### src/rtl/mem_arb_pkg.sv
// rtl/mem_arb_pkg.sv - shared constants for the memory port arbiter
package mem_arb_pkg;

  localparam int ADDR_W_DEF = 6;
  localparam int DATA_W_DEF = 80;
  localparam int NREQ_MIN   = 2;
  localparam int NREQ_MAX   = 4;

  function automatic int ptr_w(input int n);
    return (n < 2) ? 1 : $clog2(n);
  endfunction

endpackage

### src/rtl/mem_arb_rr.sv
// rtl/mem_arb_rr.sv - round-robin arbiter, one-hot grant, pointer follows last winner
module rr_arb
  import mem_arb_pkg::*;
#(
  parameter int N = 2
) (
  input  logic         clk,
  input  logic         rst_n,
  input  logic [N-1:0] req,
  output logic [N-1:0] grant
);

  localparam int PW  = ptr_w(N);
  localparam int PW1 = PW + 1;
  localparam logic [PW:0] NV = PW1'(N);

  logic [PW-1:0] ptr;
  logic [PW-1:0] off;
  logic [PW-1:0] win;
  logic [PW-1:0] nxt;
  logic [N-1:0]  rot;
  logic [PW:0]   sum;
  logic [PW:0]   inc;

  // Rotate requests so the pointer position sits at bit 0, then take the first set bit.
  always_comb begin
    rot = N'({req, req} >> ptr);
    off = '0;
    for (int k = N - 1; k >= 0; k--) begin
      if (rot[k]) off = PW'(k);
    end
    sum   = {1'b0, ptr} + {1'b0, off};
    win   = (sum >= NV) ? PW'(sum - NV) : sum[PW-1:0];
    inc   = {1'b0, win} + PW1'(1);
    nxt   = (inc == NV) ? '0 : inc[PW-1:0];
    grant = (|req) ? (N'(1) << win) : '0;
  end

  always_ff @(posedge clk or negedge rst_n) begin
    if (!rst_n) begin
      ptr <= '0;
    end else if (|req) begin
      ptr <= nxt;
    end
  end

endmodule

### src/rtl/mem_arb.sv
// rtl/mem_arb.sv - arbitrates N requesters onto one async-read / sync-write memory
// Independent round-robin on read and write ports; read data registered with write forwarding.
module mem_arb
  import mem_arb_pkg::*;
#(
  parameter int NREQ   = 2,
  parameter int ADDR_W = ADDR_W_DEF,
  parameter int DATA_W = DATA_W_DEF
) (
  input  logic                   clk,
  input  logic                   rst_n,
  input  logic [NREQ-1:0]        req_valid,
  input  logic [NREQ-1:0]        req_we,
  input  logic [NREQ*ADDR_W-1:0] req_addr,
  input  logic [NREQ*DATA_W-1:0] req_wdata,
  output logic [NREQ-1:0]        req_ready,
  output logic [NREQ-1:0]        resp_valid,
  output logic [DATA_W-1:0]      resp_rdata,
  output logic [ADDR_W-1:0]      mem_raddr,
  input  logic [DATA_W-1:0]      mem_rdata,
  output logic                   mem_wen,
  output logic [ADDR_W-1:0]      mem_waddr,
  output logic [DATA_W-1:0]      mem_wdata
);

  if (NREQ < NREQ_MIN || NREQ > NREQ_MAX) begin : g_bad_nreq
    $error("mem_arb: NREQ out of range");
  end

  logic [NREQ-1:0]   rd_req;
  logic [NREQ-1:0]   wr_req;
  logic [NREQ-1:0]   rd_gnt;
  logic [NREQ-1:0]   wr_gnt;
  logic [ADDR_W-1:0] rd_addr;
  logic [ADDR_W-1:0] wr_addr;
  logic [DATA_W-1:0] wr_data;
  logic [ADDR_W-1:0] held_raddr;
  logic              rd_any;
  logic              wr_any;
  logic              fwd;

  // Gating with rst_n keeps ready and mem_wen low for the whole reset pulse.
  assign rd_req = req_valid & ~req_we & {NREQ{rst_n}};
  assign wr_req = req_valid &  req_we & {NREQ{rst_n}};

  rr_arb #(.N(NREQ)) u_rd_arb (.clk(clk), .rst_n(rst_n), .req(rd_req), .grant(rd_gnt));
  rr_arb #(.N(NREQ)) u_wr_arb (.clk(clk), .rst_n(rst_n), .req(wr_req), .grant(wr_gnt));

  always_comb begin
    rd_addr = '0;
    wr_addr = '0;
    wr_data = '0;
    for (int i = 0; i < NREQ; i++) begin
      if (rd_gnt[i]) rd_addr = rd_addr | req_addr[i*ADDR_W +: ADDR_W];
      if (wr_gnt[i]) begin
        wr_addr = wr_addr | req_addr[i*ADDR_W +: ADDR_W];
        wr_data = wr_data | req_wdata[i*DATA_W +: DATA_W];
      end
    end
  end

  assign rd_any    = |rd_gnt;
  assign wr_any    = |wr_gnt;
  assign req_ready = rd_gnt | wr_gnt;
  assign mem_wen   = wr_any;
  assign mem_waddr = wr_addr;
  assign mem_wdata = wr_data;
  assign mem_raddr = rd_any ? rd_addr : held_raddr;
  // The memory only commits the write at the edge, so a same-address read must take the new data here.
  assign fwd       = rd_any & wr_any & (wr_addr == rd_addr);

  always_ff @(posedge clk or negedge rst_n) begin
    if (!rst_n) begin
      held_raddr <= '0;
      resp_valid <= '0;
      resp_rdata <= '0;
    end else begin
      resp_valid <= rd_gnt;
      if (rd_any) begin
        held_raddr <= rd_addr;
        resp_rdata <= fwd ? wr_data : mem_rdata;
      end
    end
  end

endmodule

### config.mk
export PLATFORM = sky130hd
export DESIGN_NAME = mem_arb
export DESIGN_NICKNAME = d
export VERILOG_FILES = /design/src/rtl/mem_arb_pkg.sv /design/src/rtl/mem_arb_rr.sv /design/src/rtl/mem_arb.sv
export SDC_FILE = /design/constraint.sdc
export NUM_CORES = 1
export LEC_CHECK = 0
export CORE_AREA = 2 2 171 173
export CTS_BUF_LIST = sky130_fd_sc_hd__clkbuf_16
export CTS_CLUSTER_DIAMETER = 120
export DETAILED_ROUTE_END_ITERATION = 7
export DIE_AREA = 0 0 173 175
export GPL_TIMING_DRIVEN = 0
export SYNTH_ARGS = -nofsm -noshare
export SYNTH_HDL_FRONTEND = slang
export SYNTH_SLANG_ARGS = --single-unit
### constraint.sdc
create_clock -name clk -period 2.6 [get_ports clk]
set_input_delay 0.26 -clock clk [delete_from_list [all_inputs] [get_ports clk]]
set_output_delay 0.26 -clock clk [all_outputs]
set_load 0.01 [all_outputs]
==> results.md <==
| Stage | Result | This run |
|---|---|---|
| drt | Detailed-router iteration count before antenna repair | 4 |
| worst setup path | CP Class | reg -> reg |
| worst setup path | Startpoint of the worst register-to-register path | u_rd_arb.ptr$_DFFE_PN0N_ |
| sta | Unrepaired setup endpoints after global routing | yes |
| floorplan | Die X | 173 um |
| sta | Final worst setup slack | 74.0 ps |
| sta | Share of the clock period used by the worst path | 97.2% |
| place | Detailed placer's ending HPWL | 21700 um |
| clock tree | Clock slew seen by the registers of the worst setup and hold paths | 80 ps |
| logic synthesis | Mux share of post-synthesis cell area | 0.192% |
| logic synthesis | Predominant post-synthesis flop cell | dfrtp_1 |
| clock tree | Latest clock arrival within the worst-skew pair | 350 ps |
| place | Post-placement setup slack | -2160 ps |
| drt | Number of antenna-violating nets in the routed design | 0 |
| global route | Pin count of the biggest net entering global routing | 46 |
| global route | Number of global-route vias before repair | 6658 |
| sta | Peak clock frequency supported by timing | 396 MHz |
| worst setup path | End of the worst register-to-register path | resp_rdata[18]$_DFFE_PN0N_ |
| logic synthesis | Unique cell type count in the Yosys netlist | 48 |
| final layout | Cell Count, Final, Fillers Out | 1335 |
| place | Port Buf Inserts | 433 |
| logic synthesis | Number of enable flip-flop cells after synthesis | 0 |
| sta | Max-slew violations | 0 |
| global route | Antenna violations before repair | 0 |
| clock tree | Clk Tree Root Cell | clkbuf_16 |
| sta | Count of endpoints failing setup in the final report | 0 |
| place | Final Wtd Congestion | 0.843 |
| drt | Average wire per standard cell | 21.3 um |
| logic synthesis | Mapped Area | 5220 um^2 |
| logic synthesis | Synth area leaders | dfrtp_1 (43%), a221o_1 (15%), a22o_1 (14%) |
| sta | Worst Hold Slack | 8.66 ps |
| logic synthesis | Number of instances in the synthesized netlist | 486 |
| power | Leakage power total | 4.71 nW |
| final layout | Layout cell share with drive strength beyond 1 | 10.4% |
| clock tree | Longest Clk Path Bufs | 2 |
| flow run | MaxCap Viol Count | 0 |
| logic synthesis | Sequential fraction of the synthesis area | 43.1% |
| worst hold path | Hold Crit Class | in -> async |
| logic synthesis | Share of the synthesized area in compound gates (AO/OA/AOI/OAI) | 34.8% |
| floorplan | Ports placed on the boundary | 435 |
| worst setup path | Library cell contributing the largest single delay on the critical path | o41a_1 |
| logic synthesis | Synth Area in XOR/XNOR | 0.168% |
| logic synthesis | Mean instance size in the synthesized netlist | 10.7 um^2 |
| floorplan | Num rows | 62 |
| logic synthesis | Area share of and/or/nand/nor cells after synthesis | 16.2% |
| clock tree | Number of buffers inserted during clock tree synthesis | 9 |
| final layout | Final net count | 1204 |
| final layout | Area Growth Syn to Fin | 107% |
| drt | Total detailed-routing wirelength | 28400 um |
| worst setup path | Flop2flop setup slack | 70 ps |
| worst setup path | Cell-by-cell trace of the critical path | or3b_4 -> nand3_1 -> o21a_1 -> o2111ai_2 -> o41a_1 -> buf_12 -> clkbuf_16 -> a221o_1 |
| sta | Worst rel slew slack | 60.9% |
| final layout | Antenna Cells | 0 |
| logic synthesis | Cell accounting for the most synthesized area | dfrtp_1 |
| floorplan | Die Outline Area | 30300 um^2 |
| worst setup path | Data arrival, critical path | 2750 ps |
| worst setup path | Data required time of the critical path | 2820 ps |
| drt | Routed vias/inst | 4.67 |
| sta | Number of failing hold endpoints at the final stage | 0 |
| logic synthesis | Number of warning messages in the yosys log | 0 |
| worst setup path | Slowest Stage Delay on Critical Path | 480 ps |
| logic synthesis | Adder-Cell Fraction of Synth Area | 0% |
| drt | Total DRC errors in the routed layout | 0 |
| clock tree | Clock tree from TritonCTS | built |
| status | Status | complete, no violations |
| logic synthesis | Share of flip-flops with an asynchronous set or reset | 100% |
| floorplan | Core region area | 28400 um^2 |
| power | Worst vdd ir | 221 uV |
| logic synthesis | Area share of the leading cell type in the synthesized netlist | 43.1% |
| sta | Summed negative setup slack over all endpoints | 0 ps |
| drt | Vias | 6231 |
| worst setup path | Critical path capture point type | flip-flop |
| clock tree | Deepest level of the CTS H-tree | 3 |
| floorplan | Height of the die | 175 um |
| drt | Detailed Route Iter0 Violations | 385 |
| logic synthesis | Number of synthesized register bits | 90 |
| place | # placed instances | 1304 |
| worst setup path | Number of cells on the worst reg-to-reg path | 8 |
| logic synthesis | Syn_nets | 744 |
| global route | Global-route wire length before repair | 42200 um |
| worst setup path | Largest fanout on the critical path | 9 |
| power | Power density cells | 458 nW/um^2 |
| sta | Transition time of the tightest slew-check pin | 586 ps |
| clock tree | Clock Sink Count | 90 |
| worst setup path | Critical Path Start Type | flip-flop |
| floorplan | Initial core utilization | 18.4% |
| power | Design Power | 4.96 mW |
| sta | Post-layout minimum cycle time | 2530 ps |
| logic synthesis | Largest family of logic cells by synthesized area | compound AO/OA/AOI/OAI gates |
| global route | All-Layer GR Usage | 18.3% |
| sta | Setup clock skew after layout | 13.7 ps |
| global route | Overflow left after global routing | 0 |
layout make-up:
| class | count | area (um^2) |
|---|---|---|
| fillers | 2855 | 17600 |
| flip-flops and latches | 90 | 2250 |
| plain buffers | 50 | 531 |
| inverters | 5 | 18.8 |
| clock buffers | 9 | 225 |
| multi-input cells | 339 | 2790 |
| repair buffers | 451 | 4490 |
| clock inverters | 7 | 43.8 |
| well taps | 384 | 480 |
Yosys cell counts (5+ instances only):
cell type,n
inv_1,5
nand2_1,8
a22o_1,85
clkbuf_1,34
buf_6,8
o21ai_0,12
nand3_1,11
buf_2,6
a221o_1,80
and2_1,86
dfrtp_1,90
kinds of logic (layout without fill, tap and decap cells):
kind of cell / after synthesis / count (layout)
compound gates: 202 / 202
simple gates: 135 / 135
flops: 90 / 90
buf+inv: 57 / 522
xor+xnor: 1 / 1
mux: 1 / 1
worst max path at each step:
stage                        startpoint                          to  cells after the start  slack (ps)
2_1_floorplan  u_rd_arb.ptr$_DFFE_PN0N_  resp_rdata[17]$_DFFE_PN0N_                      8         130
3_3_place_gp                      rst_n               mem_wdata[55]                      8       -5150
3_5_place_dp               req_valid[0]                mem_raddr[1]                      9       -2160
4_1_cts        u_wr_arb.ptr$_DFFE_PN0N_  resp_rdata[36]$_DFFE_PN0N_                     10          10
5_1_grt        u_wr_arb.ptr$_DFFE_PN0N_  resp_rdata[32]$_DFFE_PN0N_                      9         -30
6_report       u_rd_arb.ptr$_DFFE_PN0N_  resp_rdata[18]$_DFFE_PN0N_                      8          70
metrics by stage:
step | instance area (um^2) | utilization [%]
6_report | 10800 | 38.1
5_1_grt | 10800 | 38.1
4_1_cts | 10800 | 37.9
3_5_place_dp | 10100 | 35.4
3_3_place_gp | 10000 | 35.3
2_1_floorplan | 5220 | -
critical path: cells and delay by family (launching register included):
family	cells	cell delay, ps
DFF	1	410
buffers and inverters	2	330
AOI/OAI and AO/OA	4	1080
and+or+nand+nor	2	560
metal layers:
metal  wire (um)  vias up  global-route usage, %
li1            -     2879                      -
met1       11900     3051                   22.0
met2       14500      281                   33.0
met3        1630       20                   4.31
met4         362        0                   3.88
met5           0        -                      0
where the power goes:
group	total, mW	switching (mW)	leakage, nW	internal [mW]
logic	1.96	0.772	3.47	1.19
clock network	1.26	0.612	0.123	0.645
registers	1.74	0.115	1.12	1.62
repair_timing:
item,CTS,global route
buffers inserted,10,0
endpoints found under the setup margin,180,110
pin swaps,4,3
endpoints found under the hold margin,45,0
hold buffers,4,0
gates cloned,2,1
resized for setup,187,21
placed cells by master, fill, tap and decap left out, types with 10 or more instances in the layout:
cell type,synthesis,layout
clkdlybuf4s50_1,0,342
and2_1,86,85
clkbuf_8,0,15
clkbuf_16,0,14
buf_4,1,13
a22o_1,85,80
a221o_1,80,80
nand3_1,11,11
o21ai_0,12,10
dlygate4sd2_1,0,86
dfrtp_1,90,88
flip-flops by register name, summed over array words and instances (netlist names):
name          count
resp_valid        2
u_rd_arb.ptr      1
held_raddr        6
u_wr_arb.ptr      1
resp_rdata       80
Power figures use the tool's default switching activity.
